### src/rtl/argmax_top2_stream.sv
// argmax_top2_stream
// Streaming top-2 decision unit for the last classifier stage. One signed
// class score arrives per cycle; the block tracks the best and runner-up
// scores with their indices and, one cycle after the frame's last beat,
// publishes a registered result.
//
// Ports:
//   clk          - single rising-edge clock
//   reset        - asynchronous, active-high reset
//   i_valid      - score beat valid (no backpressure)
//   i_value      - signed class score
//   i_index      - class index carried through to the outputs
//   i_last       - final beat of a frame (qualified by i_valid)
//   i_thresh     - unsigned confidence threshold, sampled on the last beat
//   o_valid      - one-cycle result pulse
//   o_best_idx   - index of the maximum score
//   o_best_val   - maximum score (signed)
//   o_second_idx - index of the runner-up score
//   o_margin     - best minus second, unsigned, DATA_BW+1 bits
//   o_confident  - o_margin >= i_thresh
//   o_len_err    - frame beat count differed from NUM_CLASS
module argmax_top2_stream #(
  parameter int DATA_BW   = 20,
  parameter int NUM_CLASS = 26,
  parameter int IDX_BW    = $clog2(NUM_CLASS),
  parameter int TIE_LAST  = 1
) (
  input  logic               clk,
  input  logic               reset,
  input  logic               i_valid,
  input  logic [DATA_BW-1:0] i_value,
  input  logic [IDX_BW-1:0]  i_index,
  input  logic               i_last,
  input  logic [DATA_BW-1:0] i_thresh,
  output logic               o_valid,
  output logic [IDX_BW-1:0]  o_best_idx,
  output logic [DATA_BW-1:0] o_best_val,
  output logic [IDX_BW-1:0]  o_second_idx,
  output logic [DATA_BW:0]   o_margin,
  output logic               o_confident,
  output logic               o_len_err
);

  // Counter must hold NUM_CLASS+1 so an over-long frame saturates there
  // instead of wrapping back onto a "correct" length.
  localparam int CNT_BW = $clog2(NUM_CLASS + 2);
  localparam logic [CNT_BW-1:0] CNT_SAT  = CNT_BW'(NUM_CLASS + 1);
  localparam logic [CNT_BW-1:0] CNT_FULL = CNT_BW'(NUM_CLASS);
  localparam logic signed [DATA_BW-1:0] MIN_VAL = {1'b1, {(DATA_BW-1){1'b0}}};
  localparam bit TIE = (TIE_LAST != 0);

  typedef enum logic [0:0] {IDLE, ACC} state_t;

  state_t                     state;
  logic signed [DATA_BW-1:0]  best_val;
  logic signed [DATA_BW-1:0]  sec_val;
  logic [IDX_BW-1:0]          best_idx;
  logic [IDX_BW-1:0]          sec_idx;
  logic [CNT_BW-1:0]          cnt;

  logic signed [DATA_BW-1:0]  v;
  logic signed [DATA_BW-1:0]  nxt_best_val;
  logic signed [DATA_BW-1:0]  nxt_sec_val;
  logic [IDX_BW-1:0]          nxt_best_idx;
  logic [IDX_BW-1:0]          nxt_sec_idx;
  logic [CNT_BW-1:0]          nxt_cnt;
  logic [DATA_BW:0]           nxt_margin;

  // Next best/second for the incoming beat. A beat seen in IDLE starts a
  // new frame, so the previous frame's running values are never compared.
  always_comb begin
    v            = $signed(i_value);
    nxt_best_val = best_val;
    nxt_best_idx = best_idx;
    nxt_sec_val  = sec_val;
    nxt_sec_idx  = sec_idx;
    nxt_cnt      = cnt;
    if (state == IDLE) begin
      nxt_best_val = v;
      nxt_best_idx = i_index;
      nxt_sec_val  = MIN_VAL;
      nxt_sec_idx  = '0;
      nxt_cnt      = CNT_BW'(1);
    end else begin
      if (v > best_val || (TIE && v == best_val)) begin
        nxt_sec_val  = best_val;
        nxt_sec_idx  = best_idx;
        nxt_best_val = v;
        nxt_best_idx = i_index;
      end else if (v > sec_val || (TIE && v == sec_val)) begin
        nxt_sec_val = v;
        nxt_sec_idx = i_index;
      end
      if (cnt != CNT_SAT) begin
        nxt_cnt = cnt + CNT_BW'(1);
      end
    end
    // Sign-extend both operands so the difference never overflows.
    nxt_margin = {nxt_best_val[DATA_BW-1], nxt_best_val}
               - {nxt_sec_val[DATA_BW-1], nxt_sec_val};
  end

  // Frame FSM, running state and registered result. The result registers
  // load only on the last beat and otherwise hold; o_valid is a pulse.
  always_ff @(posedge clk or posedge reset) begin
    if (reset) begin
      state        <= IDLE;
      best_val     <= MIN_VAL;
      sec_val      <= MIN_VAL;
      best_idx     <= '0;
      sec_idx      <= '0;
      cnt          <= '0;
      o_valid      <= 1'b0;
      o_best_idx   <= '0;
      o_best_val   <= '0;
      o_second_idx <= '0;
      o_margin     <= '0;
      o_confident  <= 1'b0;
      o_len_err    <= 1'b0;
    end else begin
      o_valid <= 1'b0;
      if (i_valid) begin
        best_val <= nxt_best_val;
        best_idx <= nxt_best_idx;
        sec_val  <= nxt_sec_val;
        sec_idx  <= nxt_sec_idx;
        cnt      <= nxt_cnt;
        state    <= i_last ? IDLE : ACC;
        if (i_last) begin
          o_valid      <= 1'b1;
          o_best_idx   <= nxt_best_idx;
          o_best_val   <= nxt_best_val;
          o_second_idx <= nxt_sec_idx;
          o_margin     <= nxt_margin;
          o_confident  <= (nxt_margin >= {1'b0, i_thresh});
          o_len_err    <= (nxt_cnt != CNT_FULL);
        end
      end
    end
  end

endmodule

### config.mk
export PLATFORM = sky130hd
export DESIGN_NAME = argmax_top2_stream
export DESIGN_NICKNAME = d
export VERILOG_FILES = /design/src/rtl/argmax_top2_stream.sv
export SDC_FILE = /design/constraint.sdc
export NUM_CORES = 1
export LEC_CHECK = 0
export BUFFER_PORTS_ARGS = -buffer_cell sky130_fd_sc_hd__buf_4
export CORE_UTILIZATION = 53
export CTS_CLUSTER_DIAMETER = 40
export DETAILED_ROUTE_END_ITERATION = 6
export HOLD_SLACK_MARGIN = 0.06
export MAX_ROUTING_LAYER = met4
export PLACE_DENSITY = 0.88
export SETUP_SLACK_MARGIN = 0.3
export SYNTH_ARGS = -nofsm -noshare
export SYNTH_HDL_FRONTEND = slang
export SYNTH_SLANG_ARGS = --single-unit
export TNS_END_PERCENT = 100
### constraint.sdc
create_clock -name clk -period 5.1 [get_ports clk]
set_input_delay 1.02 -clock clk [delete_from_list [all_inputs] [get_ports clk]]
set_output_delay 1.02 -clock clk [all_outputs]
set_load 0.02 [all_outputs]
== After elaboration in Yosys (flattened, before gate mapping) ==
Cells that the tools add are included.
Word-level totals
  word-level logic and storage cells: 40
  output and inout bits: 54
  bits of input ports: 49
  flip-flop bits (word level): 110
Cells by class
  eq/ne operators: 4
  muxes and demuxes: 15
  order comparisons: 3
  reduce and logical (&&, ||, !) cells: 3
  add/subtract/negate cells: 2
Operators with widths (number)
  $mux W20: 5
  $eq A20 B20 Y1: 2
  $gt A20 B20 Y1: 2
  $mux W5: 7
  $ge A21 B20 Y1: 1
  $sub A20 B20 Y21: 1
  $ne A5 B5 Y1 const B: 2
  $add A5 B1 Y5 const B: 1
  $mux W1: 3
  $logic_or A1 B1 Y1: 2
  $reduce_and A2 Y1: 1

== Logic depth before layout (Yosys ltp) ==
  depth after elaboration: 7
  depth in mapped cells: 29
  gate-level depth less buffers: 27

== Worst setup path before layout ==
OpenSTA, ideal clock, no wires.
  kind: input to register
  start point: in i_value[5]
  end point: reg o_confident
  stages on the path: 27
  arrival time: 5.782 ns
  slack: -0.803 ns
  required time: 4.979 ns
  path buffers: 1
  library setup time: 0.121 ns
  path through: ha_1 a21o_1 a21oi_1 nor2b_1 o311a_1 or3_1 nand3_2 buf_4 mux2i_1 a21oi_1 ha_1 fa_1 nor2b_1 o21a_1 o21a_1 o21ai_0 a21boi_0 o2111ai_1 a21oi_1 nor2_1 ha_1 a21o_1 a21o_1 a21oi_1 o2111a_1 a22oi_1 o22a_1
Between the ends
  word-level cells in the longest chain between the ends: 7
  elaborated cells between the ends (all ways): 13
  classes of those cells: 1 x add/sub; 3 x order compare; 2 x eq/ne; 5 x mux; 2 x reduce/logical
RTL lines
  start: declaration: RTL line 31  | input logic [DATA_BW-1:0] i_value,
  $gt A20 B20 Y1 / $eq A20 B20 Y1 (equally long branches): RTL line 90  | end else if (v > sec_val || (TIE && v == sec_val)) begin
  $logic_or A1 B1 Y1: RTL line 90
  $mux W20: RTL line 90
  $mux W20 *: RTL line 85  | if (v > best_val || (TIE && v == best_val)) begin
  $mux W20 *: RTL line 78  | if (state == IDLE) begin
  via nxt_sec_val[0]: RTL line 63  | logic signed [DATA_BW-1:0] nxt_sec_val;
  $sub A20 B20 Y21 *: RTL line 100  | - {nxt_sec_val[DATA_BW-1], nxt_sec_val};
  via nxt_margin[10]: RTL line 67  | logic [DATA_BW:0] nxt_margin;
  $ge A21 B20 Y1 *: RTL line 135  | o_confident <= (nxt_margin >= {1'b0, i_thresh});
  end signal: assignment: RTL line 135
  end: declaration: RTL line 40  | output logic o_confident,
Mark *: on every way through the listed nets, which the timed path passes. The rest lies on a longest branch.
A chain may end at the register's enable or synchronous reset.

== Final worst setup path ==
  start point: in i_value[6]
  end point: reg o_confident
The elaborated chain is that of the path after synthesis.

==> impl_metrics.ini <==
[timing]
finalCritPeriodShare = 1.205
maxSlewViolCount = 0
fmax_mhz = 162.7
finalSetupViolCount = 9
clock_skew_ns = 0.008898
layout_setup_ws_ns = -1.047
whs_ns = 0.4805
tightestPinTransition_ns = 1.043
hold_viol_final = 0
rsz0062_at_grt = true
slew_headroom = 0.3044
min_period_ns = 6.147

[yosys]
yosys.area_share.simple = 0.1090
synth_cells = 787
synthFlopType = dfrtp_1
synthXorXnorAreaFrac = 0.01583
synth_top_area_share = 0.3489
synth_largest_area_cell = dfrtp_1
seq_area_frac_synth = 0.3557
synth_edf_count = 0
synth_compound_area_frac = 0.1804
synth_fp_nets = 918
syn_area_per_cell_sq_um = 9.843
syn-cell-area_sq_um = 7746
yosys_warnings = 0
synthArstFlopShare = 1.000
ys_types = 66
synthTopCellsByArea = dfrtp_1, ha_1, mux2_2
synth_top_family_by_area = compound AO/OA/AOI/OAI gates
synth_fa_ha_area_frac = 0.1334
synth-seq-cells = 110
muxShareOfSynthArea = 0.1460

[floorplanning]
core_sq_um = 14040
die_w_um = 122.9
ios = 103
die-area_sq_um = 15100
rows = 43
chipHeight_um = 122.9
initial_utilization = 0.5516

[run]
cap_violations = 0

[setup_path]
required_ns = 5.36
critPathCaptureType = flop
crit_arrival_ns = 6.41
crit_path_start_kind = input pin
crit_family = compound AO/OA/AOI/OAI gates
crit_top_cell = a21oi_2
crit_buf_inv = 1
worstSetupPathType = in -> reg
crit_fanout = 5
cp_slowest_cell = fa_2
max_stage_delay_ns = 0.43

[global_routing]
grt_antenna_before_repair = 0
overflow = 0
grt_max_degree = 72
grt_util_all_layers = 0.3525
grt_pass1_vias = 7732
grt_pass1_wl_mm = 39.16

[layout]
fillers = 772
n_antenna_cell = 0
layout_common_cells = buf_4, dfrtp_1, inv_1, ha_1, nand2_1
finalCoreUtilization = 0.7840
area_delta_synth_final_pct = 42.13
num-nets-final = 1170
final_common_cell = buf_4
drive_gt1_frac = 0.4138

[clock_network]
htreeDepth = 3
cts.path.max_buffers = 2
root_buffer = clkbuf_16
cts.sinks = 110
cts_tree = yes
cts.reportedPaths.clkPinSlew_ns = 0.07
clk_latency_ns = 0.38
cts_buffers = 9

[detailed_routing]
vias = 8058
drtIter0Drc = 1028
via_per_inst = 6.583
drtAntennaViolNets = 0
drt_wl_total_mm = 28.97
first_pass_iters = 6
avgRoutedWirePerCell_um = 23.67
drc = 0

[placed_design]
gp_congestion = 0.9279
port_buffers = 102
hpwl_mm = 16.05

[run_status]
violations = setup timing
status = finished with violations

[worst_hold_path]
hold_class = reg -> reg
-- worst reg2reg max path: cells and delay by family (launching register included) --
family / cells / cell delay (ns)
AO/OA/AOI/OAI: 15 / 2.52
adder cells (fa/ha/maj): 4 / 1.22
AND/OR/NAND/NOR: 5 / 1.13
flip-flops: 1 / 0.55
buffers and inverters: 3 / 0.42
-- kinds of logic after synthesis --
| kind of cell | after synthesis |
|---|---|
| AO/OA/AOI/OAI | 203 |
| AND/OR/NAND/NOR | 163 |
| buffers and inverters | 115 |
| flip-flops | 110 |
| multiplexers | 100 |
| adder cells (fa/ha/maj) | 82 |
| XOR/XNOR | 14 |
-- final cells by class --
class                      count  area [sq um]  area share
clock buffer                  11         242.7     0.02205
multi-input combinational    562          5190      0.4714
timing repair buffer         279          2268      0.2060
inverter                      77         291.5     0.02648
tap                          180         225.2     0.02046
sequential                   110          2755      0.2503
clock inverter                 5         36.28    0.003296
-- Yosys cell counts, types with 6 or more instances --
master / n
mux2_4: 12
nand4_1: 39
nor2b_1: 8
o221ai_1: 23
ha_1: 81
a21oi_1: 40
buf_2: 6
nand3_1: 12
o211ai_1: 8
o31ai_1: 6
dfrtp_1: 108
nand2b_1: 7
nand2_1: 55
mux2i_1: 32
inv_1: 76
clkbuf_1: 26
xnor2_1: 11
nor2_1: 17
a21o_1: 36
o21a_1: 10
mux2_2: 36
o21ai_0: 40
mux2_1: 20
-- state kept, by name, indices dropped and copies added, names as in the netlist --
signal,flops
o_margin,21
o_confident,1
o_second_idx,5
o_valid,1
best_val,20
o_len_err,1
cnt,5
o_best_idx,5
best_idx,5
state,1
sec_val,20
o_best_val,20
sec_idx,5
-- path summary, 6_finish.rpt --
path	cells after the start	startpoint	slack, ns	endpoint
max	27	i_value[6]	-1.05	o_confident
min	2	o_best_val[0]	0.48	o_best_val[0]
max reg2reg	27	best_val[19]	-0.87	o_confident
min reg2reg	2	o_best_val[0]	0.48	o_best_val[0]
max in group asynchronous	3	reset	3.18	o_best_val[11]
min in group asynchronous	2	reset	0.84	o_best_val[16]
-- per-layer routing --
metal | track usage | routed length [um]
met2 | 0.5723 | 13960
met1 | 0.4015 | 10460
met3 | 0.07242 | 2583
met4 | 0.2127 | 1972
met5 | - | 0
-- metrics by stage --
step	cell area [sq um]	TNS [ns]	worst slack, ns	std cells
after CTS	10540	-0.5288	-0.5288	1206
after global routing	11010	-4.574	-1.217	1224
after floorplan	7893	-0.5276	-0.5276	787
after detailed placement	9799	-3.918	-1.120	1178
after global placement	9799	-2.869	-0.9663	1178
final	11010	-3.352	-1.047	1224
-- repair_timing --
action                     in CTS  in global routing
setup endpoints to repair      10                 14
resized for setup              63                 63
pin swaps                      30                 57
hold buffers                    0                  0
buffers inserted               11                 18
cloned                          1                  0
Power is not shown: default switching activity piles up to over one toggle a cycle in this logic, so the estimate is an artifact.
